### src/rtl/systolic_fir_tdm_if.sv
// systolic_fir_tdm_if: sample, coefficient-bank and status signals of the TDM FIR.
interface systolic_fir_tdm_if #(
  parameter int DW = 16,
  parameter int CW = 16,
  parameter int TAPS = 8,
  parameter int TW = 32
);
  logic [TW-1:0] timing;
  logic signed [DW-1:0] xin;
  logic coef_we;
  logic [$clog2(TAPS)-1:0] coef_addr;
  logic signed [CW-1:0] coef_data;
  logic coef_commit;
  logic sat_clr;
  logic signed [DW-1:0] yout;
  logic yout_valid;
  logic frame_tick;
  logic sat_flag;
  logic timing_err;
  modport master (
    output timing, xin, coef_we, coef_addr, coef_data, coef_commit, sat_clr,
    input  yout, yout_valid, frame_tick, sat_flag, timing_err
  );
  modport slave (
    input  timing, xin, coef_we, coef_addr, coef_data, coef_commit, sat_clr,
    output yout, yout_valid, frame_tick, sat_flag, timing_err
  );
endinterface

### src/rtl/systolic_fir_tdm.sv
// systolic_fir_tdm: time-multiplexed FIR, one pipelined MAC walks all taps once per sample frame,
// with double-buffered coefficients, round-half-up scaling, saturation and a frame-length check.
module systolic_fir_tdm #(
  parameter int DW = 16,
  parameter int CW = 16,
  parameter int TAPS = 8,
  parameter int FRAC = 14,
  parameter int ACCW = 40,
  parameter int TW = 32
) (
  input logic clk30x,
  input logic rst,
  systolic_fir_tdm_if.slave bus
);
  localparam int AW = $clog2(TAPS);
  localparam int PW = DW + CW;
  localparam logic signed [ACCW-1:0] RND = {{(ACCW-FRAC){1'b0}}, 1'b1, {(FRAC-1){1'b0}}};
  localparam logic signed [ACCW-1:0] YMAX = {{(ACCW-DW+1){1'b0}}, {(DW-1){1'b1}}};
  localparam logic signed [ACCW-1:0] YMIN = ~YMAX;

  logic [TW-1:0] cnt_q, cnt_d, timing_q;
  logic signed [DW-1:0] x_q [TAPS];
  logic signed [CW-1:0] c_q [TAPS];
  logic signed [CW-1:0] shadow_q [TAPS];
  logic signed [PW-1:0] p_q;
  logic signed [ACCW-1:0] acc_q, acc_d, sum, sh;
  logic [AW-1:0] idx;
  logic signed [DW-1:0] yout_q;
  logic yout_valid_q, frame_tick_q, sat_flag_q, timing_err_q, pending_q;
  logic wrap, start, issue, mac_add, fire, hi, lo;

  // The frame-length check is registered at the wrap from the value being loaded into
  // timing_q, so it is already valid during the cnt==0 cycle of the frame it describes.
  always_comb begin
    wrap = cnt_q == timing_q;
    start = cnt_q == '0;
    cnt_d = wrap ? '0 : cnt_q + 1'b1;
    issue = !timing_err_q && cnt_q >= TW'(1) && cnt_q <= TW'(TAPS);
    mac_add = !timing_err_q && cnt_q >= TW'(2) && cnt_q <= TW'(TAPS + 1);
    fire = !timing_err_q && cnt_q == TW'(TAPS + 1);
    idx = AW'(cnt_q - 1'b1);
    acc_d = start ? '0 : mac_add ? acc_q + {{(ACCW-PW){p_q[PW-1]}}, p_q} : acc_q;
    sum = acc_d + RND;
    sh = sum >>> FRAC;
    hi = sh > YMAX;
    lo = sh < YMIN;
  end

  always_ff @(posedge clk30x or negedge rst) begin
    if (!rst) begin
      cnt_q <= '0;
      timing_q <= '0;
      x_q <= '{default: '0};
      c_q <= '{default: '0};
      shadow_q <= '{default: '0};
      p_q <= '0;
      acc_q <= '0;
      yout_q <= '0;
      yout_valid_q <= 1'b0;
      frame_tick_q <= 1'b0;
      sat_flag_q <= 1'b0;
      timing_err_q <= 1'b0;
      pending_q <= 1'b0;
    end else begin
      cnt_q <= cnt_d;
      if (wrap) begin
        timing_q <= bus.timing;
        timing_err_q <= bus.timing < TW'(TAPS + 2);
      end
      frame_tick_q <= wrap;
      if (start) begin
        x_q[0] <= bus.xin;
        for (int k = 1; k < TAPS; k++) x_q[k] <= x_q[k-1];
        if (pending_q) c_q <= shadow_q;
      end
      pending_q <= (pending_q && !start) || bus.coef_commit;
      if (bus.coef_we) shadow_q[bus.coef_addr] <= bus.coef_data;
      if (issue) p_q <= x_q[idx] * c_q[idx];
      acc_q <= acc_d;
      yout_valid_q <= fire;
      if (fire) yout_q <= hi ? YMAX[DW-1:0] : lo ? YMIN[DW-1:0] : sh[DW-1:0];
      sat_flag_q <= (fire && (hi || lo)) || (sat_flag_q && !bus.sat_clr);
    end
  end

  assign bus.yout = yout_q;
  assign bus.yout_valid = yout_valid_q;
  assign bus.frame_tick = frame_tick_q;
  assign bus.sat_flag = sat_flag_q;
  assign bus.timing_err = timing_err_q;
endmodule
### src/flat_wrapper.sv
// flat-port wrapper written by rule: the top's interface ports become plain ports
module systolic_fir_tdm_flat 
#(
  parameter int DW = 16,
  parameter int CW = 16,
  parameter int TAPS = 8,
  parameter int FRAC = 14,
  parameter int ACCW = 40,
  parameter int TW = 32
)
  (clk30x, rst, bus_timing, bus_xin, bus_coef_we, bus_coef_addr, bus_coef_data, bus_coef_commit, bus_sat_clr, bus_yout, bus_yout_valid, bus_frame_tick, bus_sat_flag, bus_timing_err);
  systolic_fir_tdm_if #(.DW(DW), .CW(CW), .TAPS(TAPS), .TW(TW)) bus_i ();
  input logic clk30x;
  input logic rst;
  input wire logic [$bits(bus_i.timing)-1:0] bus_timing;
  input wire logic [$bits(bus_i.xin)-1:0] bus_xin;
  input wire logic [$bits(bus_i.coef_we)-1:0] bus_coef_we;
  input wire logic [$bits(bus_i.coef_addr)-1:0] bus_coef_addr;
  input wire logic [$bits(bus_i.coef_data)-1:0] bus_coef_data;
  input wire logic [$bits(bus_i.coef_commit)-1:0] bus_coef_commit;
  input wire logic [$bits(bus_i.sat_clr)-1:0] bus_sat_clr;
  output wire logic [$bits(bus_i.yout)-1:0] bus_yout;
  output wire logic [$bits(bus_i.yout_valid)-1:0] bus_yout_valid;
  output wire logic [$bits(bus_i.frame_tick)-1:0] bus_frame_tick;
  output wire logic [$bits(bus_i.sat_flag)-1:0] bus_sat_flag;
  output wire logic [$bits(bus_i.timing_err)-1:0] bus_timing_err;
  assign bus_i.timing = bus_timing;
  assign bus_i.xin = bus_xin;
  assign bus_i.coef_we = bus_coef_we;
  assign bus_i.coef_addr = bus_coef_addr;
  assign bus_i.coef_data = bus_coef_data;
  assign bus_i.coef_commit = bus_coef_commit;
  assign bus_i.sat_clr = bus_sat_clr;
  assign bus_yout = bus_i.yout;
  assign bus_yout_valid = bus_i.yout_valid;
  assign bus_frame_tick = bus_i.frame_tick;
  assign bus_sat_flag = bus_i.sat_flag;
  assign bus_timing_err = bus_i.timing_err;
  systolic_fir_tdm #(.DW(DW), .CW(CW), .TAPS(TAPS), .FRAC(FRAC), .ACCW(ACCW), .TW(TW)) u_core (.clk30x(clk30x), .rst(rst), .bus(bus_i));
endmodule
### config.mk
export PLATFORM = sky130hd
export DESIGN_NAME = systolic_fir_tdm_flat
export DESIGN_NICKNAME = d
export VERILOG_FILES = /design/src/rtl/systolic_fir_tdm_if.sv /design/src/rtl/systolic_fir_tdm.sv /design/src/flat_wrapper.sv
export SDC_FILE = /design/constraint.sdc
export NUM_CORES = 2
export LEC_CHECK = 0
export CAP_MARGIN = 20
export CORE_MARGIN = 3
export CORE_UTILIZATION = 57
export CTS_CLUSTER_DIAMETER = 150
export DETAILED_ROUTE_END_ITERATION = 6
export HOLD_SLACK_MARGIN = 0.08
export PLACE_DENSITY = 0.75
export SLEW_MARGIN = 10
export SYNTH_ARGS = -nofsm -noshare
export SYNTH_HDL_FRONTEND = slang
export SYNTH_SLANG_ARGS = --single-unit
export TNS_END_PERCENT = 1
### constraint.sdc
create_clock -name clk30x -period 9.87 [get_ports clk30x]
set_input_delay 1.974 -clock clk30x [delete_from_list [all_inputs] [get_ports clk30x]]
set_output_delay 1.974 -clock clk30x [all_outputs]
set_load 0.005 [all_outputs]
==> results.env <==
TRITONCTS_BUFFERS=56
MAX_SLEW.WORST_PIN.SLEW_NS=0.992
GRT_ANTENNA_BEFORE_REPAIR=0
STARTPOINT_TYPE='register'
GRT_FIRST_PASS_WIRELENGTH_MICRONS=135000
SYNTH_SEQ_CELLS=541
DRC=0
CTS.ROOT.BUFFER_CELL='sky130_fd_sc_hd__clkbuf_16'
WORST_EP_ARRIVAL_TIME_NS=9.40
SYNTH_TOP_FAMILY_BY_AREA='adder cells'
TIMING.SETUP.TNS_NS=0
YOSYS.AREA_SHARE.SIMPLE=0.140
MULTIPLEXER_FRACTION_OF_THE_SYNTHESIZED_CELL_AREA=0.150
MAX_FREQ_MHz=112
SLOWEST_STAGE='sky130_fd_sc_hd__o311ai_0'
GRT_SETUP_UNREPAIRED='no'
POWER_mW=5.81
FLOORPLAN.DIE.WIDTH_MICRONS=257
OVERFLOW=0
PWR_DENSITY_CELL_nW_PER_UM2=146
FP.COREAREA_SQ_UM=62100
SYNTH_TOP_FLOP_CELL='sky130_fd_sc_hd__dfrtp_1'
SYNTH_ASYNC_SR_FLOP_SHARE=1.00
HOLD_PATH.CLASS='reg -> reg'
SYNTH_AREA_PER_CELL_SQ_UM=10.6
TIMING.FINAL.HOLD_VIOLATIONS=0
SYNTH.LARGEST_AREA_CELL='sky130_fd_sc_hd__dfrtp_1'
FIN_NETS=3912
PIN_COUNT_OF_THE_BIGGEST_NET_ENTERING_GLOBAL_ROUTING=148
POST-DP-HPWL_MICRONS=59000
DR_TOTAL_VIAS=24600
SYNTH_ENABLE_FLOP_CELLS=0
FIRST_PASS_ITERS=5
CTS_TREE='built'
FINALSETUPVIOLCOUNT=0
FINAL_PERIOD_MINUS_WORST_SETUP_SLACK_NS=8.93
DIE_AREA_SQ_UM=66200
SYNTH_COMPOUND_AREA_FRAC=0.0609
HOLD_DEPTH=2
LARGEST_FANOUT_ON_THE_CRITICAL_PATH=23
INSERTION_DELAY_NS=0.63
AREA_DELTA_SYNTH_FINAL_PCT=10.9
LAYOUT_WORST_PATH_CYCLE_SHARE=0.905
RUN_STATUS='completed'
ROUTED_WIRE_LENGTH_PER_INSTANCE_MICRONS=18.8
YOSYSWARNINGS=0
FINAL.FILL_COUNT=4792
NETLIST_AREA_SQ_UM=36000
CLOCK_SINKS=541
LAYOUT-DRIVE-GT1-SHARE=0.179
TRACK_USAGE=0.251
SYNTH_AREA_LEADERS='sky130_fd_sc_hd__dfrtp_1, sky130_fd_sc_hd__fa_1, sky130_fd_sc_hd__mux2_2'
WL_MICRONS=81400
WORST_EP_REQUIRED_TIME_NS=10.34
POST_SYNTH_INST_COUNT=3380
PEAKVDDDROP_mV=0.169
HOLD_FIX_BUFFERS_AT_CTS=0
DIE_Y_MICRONS=257
STD_CELL_ROWS=91
NETLIST-CELL-TYPE-COUNT=101
SYNTH_XOR_AREA_FRAC=0.0309
CTS_REPAIR_RESIZE_COUNT=0
SYNTH_ADDER_AREA_SHARE=0.190
CRIT_PATH_LARGEST_CELL_DELAY_NS=0.74
SYNTH.YOSYS.SEQ_AREA_SHARE=0.376
POST_CTS.REPAIR.SETUP_BUFFERS=0
DETAIL-ROUTE-ANTENNA-NETS=0
SYNTHESIS.NETS=3841
FINCLKSKEW_NS=0.0253
TIMING.MAX_SLEW.REL_SLACK=0.335
PLACEMENT.IO_BUFFERS=91
ROUTABILITYCONGESTION=0.922
VIAS_PER_CELL=5.69
IO_PINS=92
START_UTIL=0.580
NUMBER_OF_GLOBAL_ROUTE_VIAS_BEFORE_REPAIR=25600
SYNTHMOSTINSTANTIATEDCELL='sky130_fd_sc_hd__nand2_1'
SLEW_VIOLATIONS=0
YOSYSTOPAREACELLSHARE=0.376
CLK_PIN_SLEW_WORST_PATHS_NS=0.06
CLOCKBUFFERDEPTH=3
SYNTH_TOP_CELLS_BY_COUNT='sky130_fd_sc_hd__nand2_1, sky130_fd_sc_hd__dfrtp_1, sky130_fd_sc_hd__inv_1'
LEAKAGEPOWER_nW=19.3
CELLS_ON_WORST_REG2REG_PATH=28
TIMING.MAX_CAP.VIOLATIONS=0
TIMING.CRITICAL_PATH.TO_TYPE='register'
HTREE_LEVELS=2
N_ANTENNA_CELL=0
DRT_ITER0_MARKERS=1814
CRITPATHKIND='reg -> reg'
## sequential cells by signal, indices dropped and copies added (netlist names)
signal and flops:
u_core.timing_q 32, u_core.acc_q 40, u_core.bus.yout_valid 1, u_core.pending_q 1
u_core.shadow_q 128, u_core.bus.sat_flag 1, u_core.bus.frame_tick 1, u_core.cnt_q 32
u_core.x_q 128, u_core.bus.yout 16, u_core.bus.timing_err 1, u_core.p_q 32
u_core.c_q 128
## worst paths after layout
check | from | endpoint | slack (ns)
worst min register to register | u_core.x_q[2] | u_core.x_q[2] | 0.48
worst min-delay path | u_core.x_q[2] | u_core.x_q[2] | 0.48
max in group asynchronous | rst | u_core.x_q[118] | 6.56
worst max-delay path | u_core.cnt_q[1] | u_core.p_q[30] | 0.94
min in group asynchronous | rst | u_core.acc_q[5] | 1.37
worst max register to register | u_core.cnt_q[1] | u_core.p_q[30] | 0.94
## power by group
part	internal, mW	switching (mW)
Combinational	0.450	0.555
Sequential	2.46	0.139
Clock	1.31	0.904
Total	4.21	1.60
## metrics by stage
stage | area, sq um | worst slack [ns] | hold slack, ns | std cells | util
CTS | 39900 | 0.819 | 0.476 | 4328 | 0.643
global placement | 37900 | 1.07 | 0.455 | 4229 | 0.611
detailed placement | 37900 | 0.841 | 0.460 | 4229 | 0.611
global route | 39900 | 0.225 | 0.497 | 4329 | 0.643
finish | 39900 | 0.938 | 0.477 | 4329 | 0.643
floorplan | 36000 | 0.360 | 0.441 | 3380 | -
## final cells by class
cell class,instances,area (sq um),area share
clock inverter,20,310,0.00778
inverter,347,1300,0.0326
tap,837,1050,0.0262
multi-input combinational,2359,20700,0.518
timing repair buffer,146,1390,0.0347
clock buffer,79,1630,0.0408
sequential,541,13500,0.339
## layer usage
layer / vias to the layer above / track usage / share of wire
li1: 11400 / - / -
met1: 12400 / 0.361 / 0.45
met2: 659 / 0.402 / 0.47
met3: 155 / 0.0370 / 0.056
met4: 0 / 0.0713 / 0.028
met5: - / 0 / 0
## cell families after synthesis
group / after synthesis
flip-flops: 541
AND/OR/NAND/NOR: 1101
AO/OA/AOI/OAI: 322
adder cells (fa/ha/maj): 389
XOR/XNOR: 127
multiplexers: 420
buffers and inverters: 480
## placed cells by master, fill, tap and decap left out, types with 29 or more instances in the layout
cell type,netlist,layout
sky130_fd_sc_hd__fa_1,263,263
sky130_fd_sc_hd__ha_1,126,125
sky130_fd_sc_hd__nand2_1,596,595
sky130_fd_sc_hd__buf_4,2,51
sky130_fd_sc_hd__dfrtp_1,541,540
sky130_fd_sc_hd__clkbuf_16,0,56
sky130_fd_sc_hd__mux4_2,64,64
sky130_fd_sc_hd__clkdlybuf4s50_1,0,90
sky130_fd_sc_hd__a21oi_1,84,84
sky130_fd_sc_hd__nand3_1,39,38
sky130_fd_sc_hd__nor2_1,234,232
sky130_fd_sc_hd__mux2i_1,40,40
sky130_fd_sc_hd__mux2_2,315,315
sky130_fd_sc_hd__nand4_1,29,29
sky130_fd_sc_hd__xor2_1,79,78
sky130_fd_sc_hd__xnor2_1,48,48
sky130_fd_sc_hd__inv_1,345,345
sky130_fd_sc_hd__o21ai_0,71,71
## worst max-delay path, delay by kind of cell (launching register included)
family	cells	cell delay [ns]
compound gates	9	2.58
xor+xnor	1	0.15
fa+ha+maj	8	3.57
buf+inv	6	0.70
flops	1	0.54
mux	2	1.03
simple gates	2	0.20
No activity file was read; power rests on OpenSTA's default activity.
